==> src/rtl/nh7020_dac_frame_writer.sv <==
// nh7020_dac_frame_writer
// Serialises 16-bit VCTCXO tuning words into 24-bit AD5683 SPI write frames
// {CMD, word, 4'b0000}, shifted MSB first. While a frame is in flight one
// further word may wait in a pending register; a newer word replaces it.
// All pin outputs are registered from the current state, so the pins lag the
// FSM by one cycle uniformly. This gives the 2-cycle dat_valid -> sync_n
// latency, and the pins return to idle levels the moment reset is asserted.
// Optional build macro: NH7020_DAC_SKIP_DUP_EN drops any word equal to the last
// word sent.
module nh7020_dac_frame_writer #(
    parameter int         SCLK_DIV   = 4,
    parameter int         GAP_CYCLES = 8,
    parameter logic [3:0] CMD        = 4'b0011
) (
    input  logic        clk,
    input  logic        reset,
    input  logic [15:0] dat,
    input  logic        dat_valid,
    output logic        busy,
    output logic        done,
    output logic        sclk,
    output logic        mosi,
    output logic        sync_n
);
    localparam int HW = $clog2(SCLK_DIV + 1);
    localparam int GW = $clog2(GAP_CYCLES + 1);
    localparam logic [HW-1:0] HALF_LAST = HW'(SCLK_DIV - 1);
    localparam logic [GW-1:0] GAP_LAST  = GW'(GAP_CYCLES - 1);
    localparam logic [4:0]    LAST_BIT  = 5'd23;

    typedef enum logic [2:0] {IDLE, SETUP, SHIFT, HOLD, GAP} state_t;

    state_t        state_reg, state_next;
    logic [HW-1:0] half_cnt_reg, half_cnt_next;
    logic [4:0]    bit_cnt_reg, bit_cnt_next;
    logic [GW-1:0] gap_cnt_reg, gap_cnt_next;
    logic          phase_reg, phase_next;     // in SHIFT: 0 = sclk low half, 1 = sclk high half
    logic [23:0]   shift_reg, shift_next;
    logic [15:0]   pending_reg, pending_next;
    logic          pending_valid_reg, pending_valid_next;

    logic          busy_reg, busy_next;
    logic          done_reg, done_next;
    logic          sclk_reg, sclk_next;
    logic          mosi_reg, mosi_next;
    logic          sync_n_reg, sync_n_next;

    logic          take_word;
    logic          drop_word;
    logic [15:0]   word;

    // A fresh strobe always beats an older pending word
    assign word = dat_valid ? dat : pending_reg;

`ifdef NH7020_DAC_SKIP_DUP_EN
    logic [15:0] last_sent_reg;
    logic        last_valid_reg;

    assign drop_word = last_valid_reg && (word == last_sent_reg);

    // Remember the most recent word that actually went out on the wire
    always_ff @(posedge clk or posedge reset) begin
        if (reset) begin
            last_sent_reg  <= '0;
            last_valid_reg <= 1'b0;
        end else if (take_word && !drop_word) begin
            last_sent_reg  <= word;
            last_valid_reg <= 1'b1;
        end
    end
`else
    assign drop_word = 1'b0;
`endif

    // Next-state, counters, shifter, pending slot and next pin values
    always_comb begin
        state_next         = state_reg;
        half_cnt_next      = half_cnt_reg;
        bit_cnt_next       = bit_cnt_reg;
        gap_cnt_next       = gap_cnt_reg;
        phase_next         = phase_reg;
        shift_next         = shift_reg;
        pending_next       = pending_reg;
        pending_valid_next = pending_valid_reg;
        take_word          = 1'b0;

        // Any strobe while a frame is running lands in the pending slot
        if (dat_valid && (state_reg != IDLE)) begin
            pending_next       = dat;
            pending_valid_next = 1'b1;
        end

        case (state_reg)
            IDLE: begin
                take_word = dat_valid || pending_valid_reg;
            end
            SETUP: begin
                if (half_cnt_reg == HALF_LAST) begin
                    half_cnt_next = '0;
                    phase_next    = 1'b0;
                    bit_cnt_next  = '0;
                    state_next    = SHIFT;
                end else begin
                    half_cnt_next = half_cnt_reg + HW'(1);
                end
            end
            SHIFT: begin
                if (half_cnt_reg == HALF_LAST) begin
                    half_cnt_next = '0;
                    if (!phase_reg) begin
                        // low -> high: present the next bit with the rising edge
                        phase_next = 1'b1;
                        shift_next = {shift_reg[22:0], 1'b0};
                    end else if (bit_cnt_reg == LAST_BIT) begin
                        state_next = HOLD;
                    end else begin
                        phase_next   = 1'b0;
                        bit_cnt_next = bit_cnt_reg + 5'd1;
                    end
                end else begin
                    half_cnt_next = half_cnt_reg + HW'(1);
                end
            end
            HOLD: begin
                if (half_cnt_reg == HALF_LAST) begin
                    half_cnt_next = '0;
                    gap_cnt_next  = '0;
                    state_next    = GAP;
                end else begin
                    half_cnt_next = half_cnt_reg + HW'(1);
                end
            end
            GAP: begin
                if (gap_cnt_reg == GAP_LAST) begin
                    take_word  = dat_valid || pending_valid_reg;
                    state_next = IDLE;
                end else begin
                    gap_cnt_next = gap_cnt_reg + GW'(1);
                end
            end
            default: begin
                state_next = IDLE;
            end
        endcase

        // Starting a frame consumes whichever word was chosen
        if (take_word) begin
            pending_valid_next = 1'b0;
            if (drop_word) begin
                state_next = IDLE;
            end else begin
                shift_next    = {CMD, word, 4'b0000};
                half_cnt_next = '0;
                state_next    = SETUP;
            end
        end

        busy_next   = (state_next != IDLE);
        sync_n_next = !((state_reg == SETUP) || (state_reg == SHIFT) || (state_reg == HOLD));
        sclk_next   = !((state_reg == SHIFT) && !phase_reg);
        mosi_next   = sync_n_next ? 1'b0 : shift_reg[23];
        done_next   = (state_reg == GAP) && (gap_cnt_reg == '0);
    end

    // State and datapath registers
    always_ff @(posedge clk or posedge reset) begin
        if (reset) begin
            state_reg         <= IDLE;
            half_cnt_reg      <= '0;
            bit_cnt_reg       <= '0;
            gap_cnt_reg       <= '0;
            phase_reg         <= 1'b0;
            shift_reg         <= '0;
            pending_reg       <= '0;
            pending_valid_reg <= 1'b0;
        end else begin
            state_reg         <= state_next;
            half_cnt_reg      <= half_cnt_next;
            bit_cnt_reg       <= bit_cnt_next;
            gap_cnt_reg       <= gap_cnt_next;
            phase_reg         <= phase_next;
            shift_reg         <= shift_next;
            pending_reg       <= pending_next;
            pending_valid_reg <= pending_valid_next;
        end
    end

    // Registered pins and status; reset drives the SPI bus idle at once
    always_ff @(posedge clk or posedge reset) begin
        if (reset) begin
            busy_reg   <= 1'b0;
            done_reg   <= 1'b0;
            sclk_reg   <= 1'b1;
            mosi_reg   <= 1'b0;
            sync_n_reg <= 1'b1;
        end else begin
            busy_reg   <= busy_next;
            done_reg   <= done_next;
            sclk_reg   <= sclk_next;
            mosi_reg   <= mosi_next;
            sync_n_reg <= sync_n_next;
        end
    end

    assign busy   = busy_reg;
    assign done   = done_reg;
    assign sclk   = sclk_reg;
    assign mosi   = mosi_reg;
    assign sync_n = sync_n_reg;

endmodule

==> config.mk <==
export PLATFORM = sky130hd
export DESIGN_NAME = nh7020_dac_frame_writer
export DESIGN_NICKNAME = d
export VERILOG_FILES = /design/src/rtl/nh7020_dac_frame_writer.sv
export SDC_FILE = /design/constraint.sdc
export NUM_CORES = 1
export LEC_CHECK = 0
export CAP_MARGIN = 15
export CORE_ASPECT_RATIO = 0.75
export CORE_MARGIN = 8
export CORE_UTILIZATION = 50
export DETAILED_ROUTE_END_ITERATION = 8
export MAX_ROUTING_LAYER = met4
export PLACE_DENSITY = 0.73
export SLEW_MARGIN = 20
export SYNTH_ARGS = -nofsm -noshare
export SYNTH_HDL_FRONTEND = slang
export SYNTH_SLANG_ARGS = --single-unit
==> constraint.sdc <==
create_clock -name clk -period 1.83 [get_ports clk]
set_clock_uncertainty 0.2 [all_clocks]
set_input_delay 0.366 -clock clk [delete_from_list [all_inputs] [get_ports clk]]
set_output_delay 0.366 -clock clk [all_outputs]
set_load 0.02 [all_outputs]
==> results.tsv <==
metric	value	unit
status	complete, but fails checks	
violations	negative setup slack	
relSlewSlack	0.7377	
first_pass_iters	4	
grt_start_max_net_pins	24	
synth_area	2765	um2
post_drt_wl_per_cell	15.13	um
port_buffers	23	
via_per_inst	5.476	
cts_made_buffers	9	
leakage	1.531	nW
maxSlewViolCount	0	
grt_usage	0.1664	
fin_hold_ws	166.9	ps
place.gp.congestion	0.8277	
cts_tree	done	
synth_warnings	0	
via_count	2152	
ant_nets	0	
first_iter_violations	117	
seq_area_frac_synth	0.5258	
layout-drive-gt1-share	0.2704	
io_pins	24	
cts_sinks	58	
synth-edff-count	0	
crit_path_cell_trace	ha_2, nand3b_1, a2111o_1, buf_6, a211oi_2, a31oi_1	
cpPeakStageDelay	430	ps
clockPowerShare	0.411	
die_h	80.41	um
vdd_drop_max	577.9	uV
tightest_slew	392.7	ps
yosysUniqueCellTypes	42	
syn-num-nets	289	
rrSetupSlack	-40	ps
die_x	101.9	um
start_util	0.5166	
post-route-drc-count	0	
antenna_found_initial	0	
min_period	1870	ps
routed_wl	5.946	mm
reg2reg_from	gap_cnt_reg[1]$_DFFE_PP0P_	
synthFlopType	dfrtp_1	
instances_no_fill	393	
area_delta_synth_final	28.05	%
slowest_stage	a2111o_1	
synth-seq-cells	58	
hpwl	4.097	mm
grt_pass1_vias	2186	
post-place-ws	-331.1	ps
async_flop_share	1.000	
crit_cells	6	
finalSetupViolations	8	
switching_share	0.2288	
reg2reg_to	shift_reg[15]$_DFFE_PP0P_	
multi_input_area	1300	um2
overflow	0	
critical_path_class	reg2reg	
r2r_cells	6	
antennaDiodeCount	0	
comb_power_share	0.076	
path_clk_slew	60	ps
synth_cells	266	
intPower	2.043	mW
maxCapViolCount	0	
crit_family	compound AO/OA/AOI/OAI gates	
cts_max_level	3	
critPathLaunchType	register	
row_count	23	
critical_path_arrival	1890	ps
grt_pass1_wl	10.22	mm
largest_reg_flops	20	
dieArea	8191	um2
required	1850	ps
crit_buf_inv	1	
power.net_switching	0.6063	mW
hold_class	in2async	
fin_ws	-39.63	ps
finalHoldViolCount	0	
clock_path_buffers	2	
fmax	0.5349	GHz
clock_latency	340	ps
p_seq_frac	0.513	
finalNetCount	336	
place_inst	376	
power_density	748.3	nW/um2
rsz0062_at_grt	yes	
utilization	0.6615	
root_buffer	clkbuf_8	
cts_hold_buf	0	
critPathMaxFanout	14	
post-route-period-util	1.022	
core_area	5353	um2
nFillCells	445	
endpoint_kind	register	
regArea	1454	um2
syn_avg_cell_area	10.40	um2
[synth_stat cells (2+ instances only)]
cell type | instances | area (um2)
ha_1 | 4 | 50.05
a211oi_1 | 12 | 90.09
a32oi_1 | 3 | 26.28
nand2_1 | 49 | 183.9
buf_6 | 2 | 22.52
a21oi_1 | 8 | 40.04
nand4_1 | 4 | 25.02
dfstp_2 | 2 | 52.55
nor2b_1 | 17 | 106.4
nand3_1 | 13 | 65.06
inv_1 | 6 | 22.52
and2_1 | 2 | 12.51
a31oi_1 | 15 | 93.84
o21ai_0 | 4 | 20.02
mux2_2 | 17 | 191.4
clkbuf_1 | 6 | 22.52
mux2i_1 | 3 | 30.03
xnor2_1 | 2 | 17.52
a22o_1 | 3 | 26.28
nor2_1 | 8 | 30.03
nand2b_1 | 4 | 25.02
dfrtp_1 | 56 | 1401
buf_2 | 5 | 25.02
and3_1 | 3 | 18.77
[layer usage]
metal  vias up  global-route usage  share of wire
met3         8             0.05959          0.052
met2        46              0.2410           0.45
met5         -                   -              0
met4         0             0.07153          0.015
met1      1062              0.2057           0.48
li1       1036                   -              -
[layout make-up]
| type | count | area share |
|---|---|---|
| timing repair buffer | 50 | 0.1367 |
| tap | 75 | 0.02650 |
| sequential | 58 | 0.4106 |
| inverter | 6 | 0.007420 |
| clock buffer | 14 | 0.04876 |
| multi-input combinational | 188 | 0.3671 |
| clock inverter | 2 | 0.002827 |
[power groups by stage]
stage	registers [mW]	logic (mW)	clock network (mW)
after CTS	1.36	0.205	1.11
after floorplan	1.37	0.115	0
after detailed placement	1.38	0.201	0
after global placement	1.38	0.196	0
after global routing	1.36	0.224	1.18
final	1.36	0.201	1.09
[how the worst max path moves through the flow]
stage / start / end
floorplan: state_reg[0]$_DFF_PP0_ / shift_reg[17]$_DFFE_PP0P_
global placement: dat_valid / shift_reg[16]$_DFFE_PP0P_
detailed placement: dat_valid / shift_reg[13]$_DFFE_PP0P_
CTS: gap_cnt_reg[1]$_DFFE_PP0P_ / shift_reg[15]$_DFFE_PP0P_
global route: gap_cnt_reg[1]$_DFFE_PP0P_ / shift_reg[16]$_DFFE_PP0P_
finish: gap_cnt_reg[1]$_DFFE_PP0P_ / shift_reg[15]$_DFFE_PP0P_
[per-stage QoR]
stage          total power, mW  cell area, um2  setup TNS [ps]
2_1_floorplan            1.488            2855          -558.6
3_3_place_gp             1.574            3312           -7817
3_5_place_dp             1.582            3312           -8478
4_1_cts                  2.674            3523          -200.9
5_1_grt                  2.763            3541           -1154
6_report                 2.650            3541          -177.9
[placed cells by master (no fill, tap or decap), types with 4 or more instances in the layout]
cell,instances
nand4_1,4
buf_12,4
buf_4,21
nand3_1,12
dlygate4sd2_1,5
o21ai_0,4
nand2b_1,4
nand2_1,48
nor2b_1,17
a211oi_2,12
clkdlybuf4s50_1,18
mux2_2,17
a21oi_1,8
a31oi_1,15
dfrtp_1,56
inv_1,5
clkbuf_8,12
nor2_1,6
[logic make-up (layout without fill, tap and decap cells)]
group,count (synthesis),count (layout),share of synthesized area
AND/OR/NAND/NOR,111,111,0.2054
flip-flops,58,58,0.5258
adder cells (fa/ha/maj),4,4,0.01810
AO/OA/AOI/OAI,50,50,0.1249
XOR/XNOR,3,3,0.009504
multiplexers,20,20,0.08009
buffers and inverters,20,72,0.03620
[what timing repair did]
action,CTS,global route
pin swaps,0,0
resized for setup,11,7
buffers inserted,1,0
setup endpoints to repair,14,23
[worst register-to-register path: stages (launching register included)]
cell	delay, ps
dfrtp_1	370
ha_2	190
nand3b_1	120
a2111o_1	430
buf_6	180
a211oi_2	220
a31oi_1	60
Power figures use the tool's default switching activity.
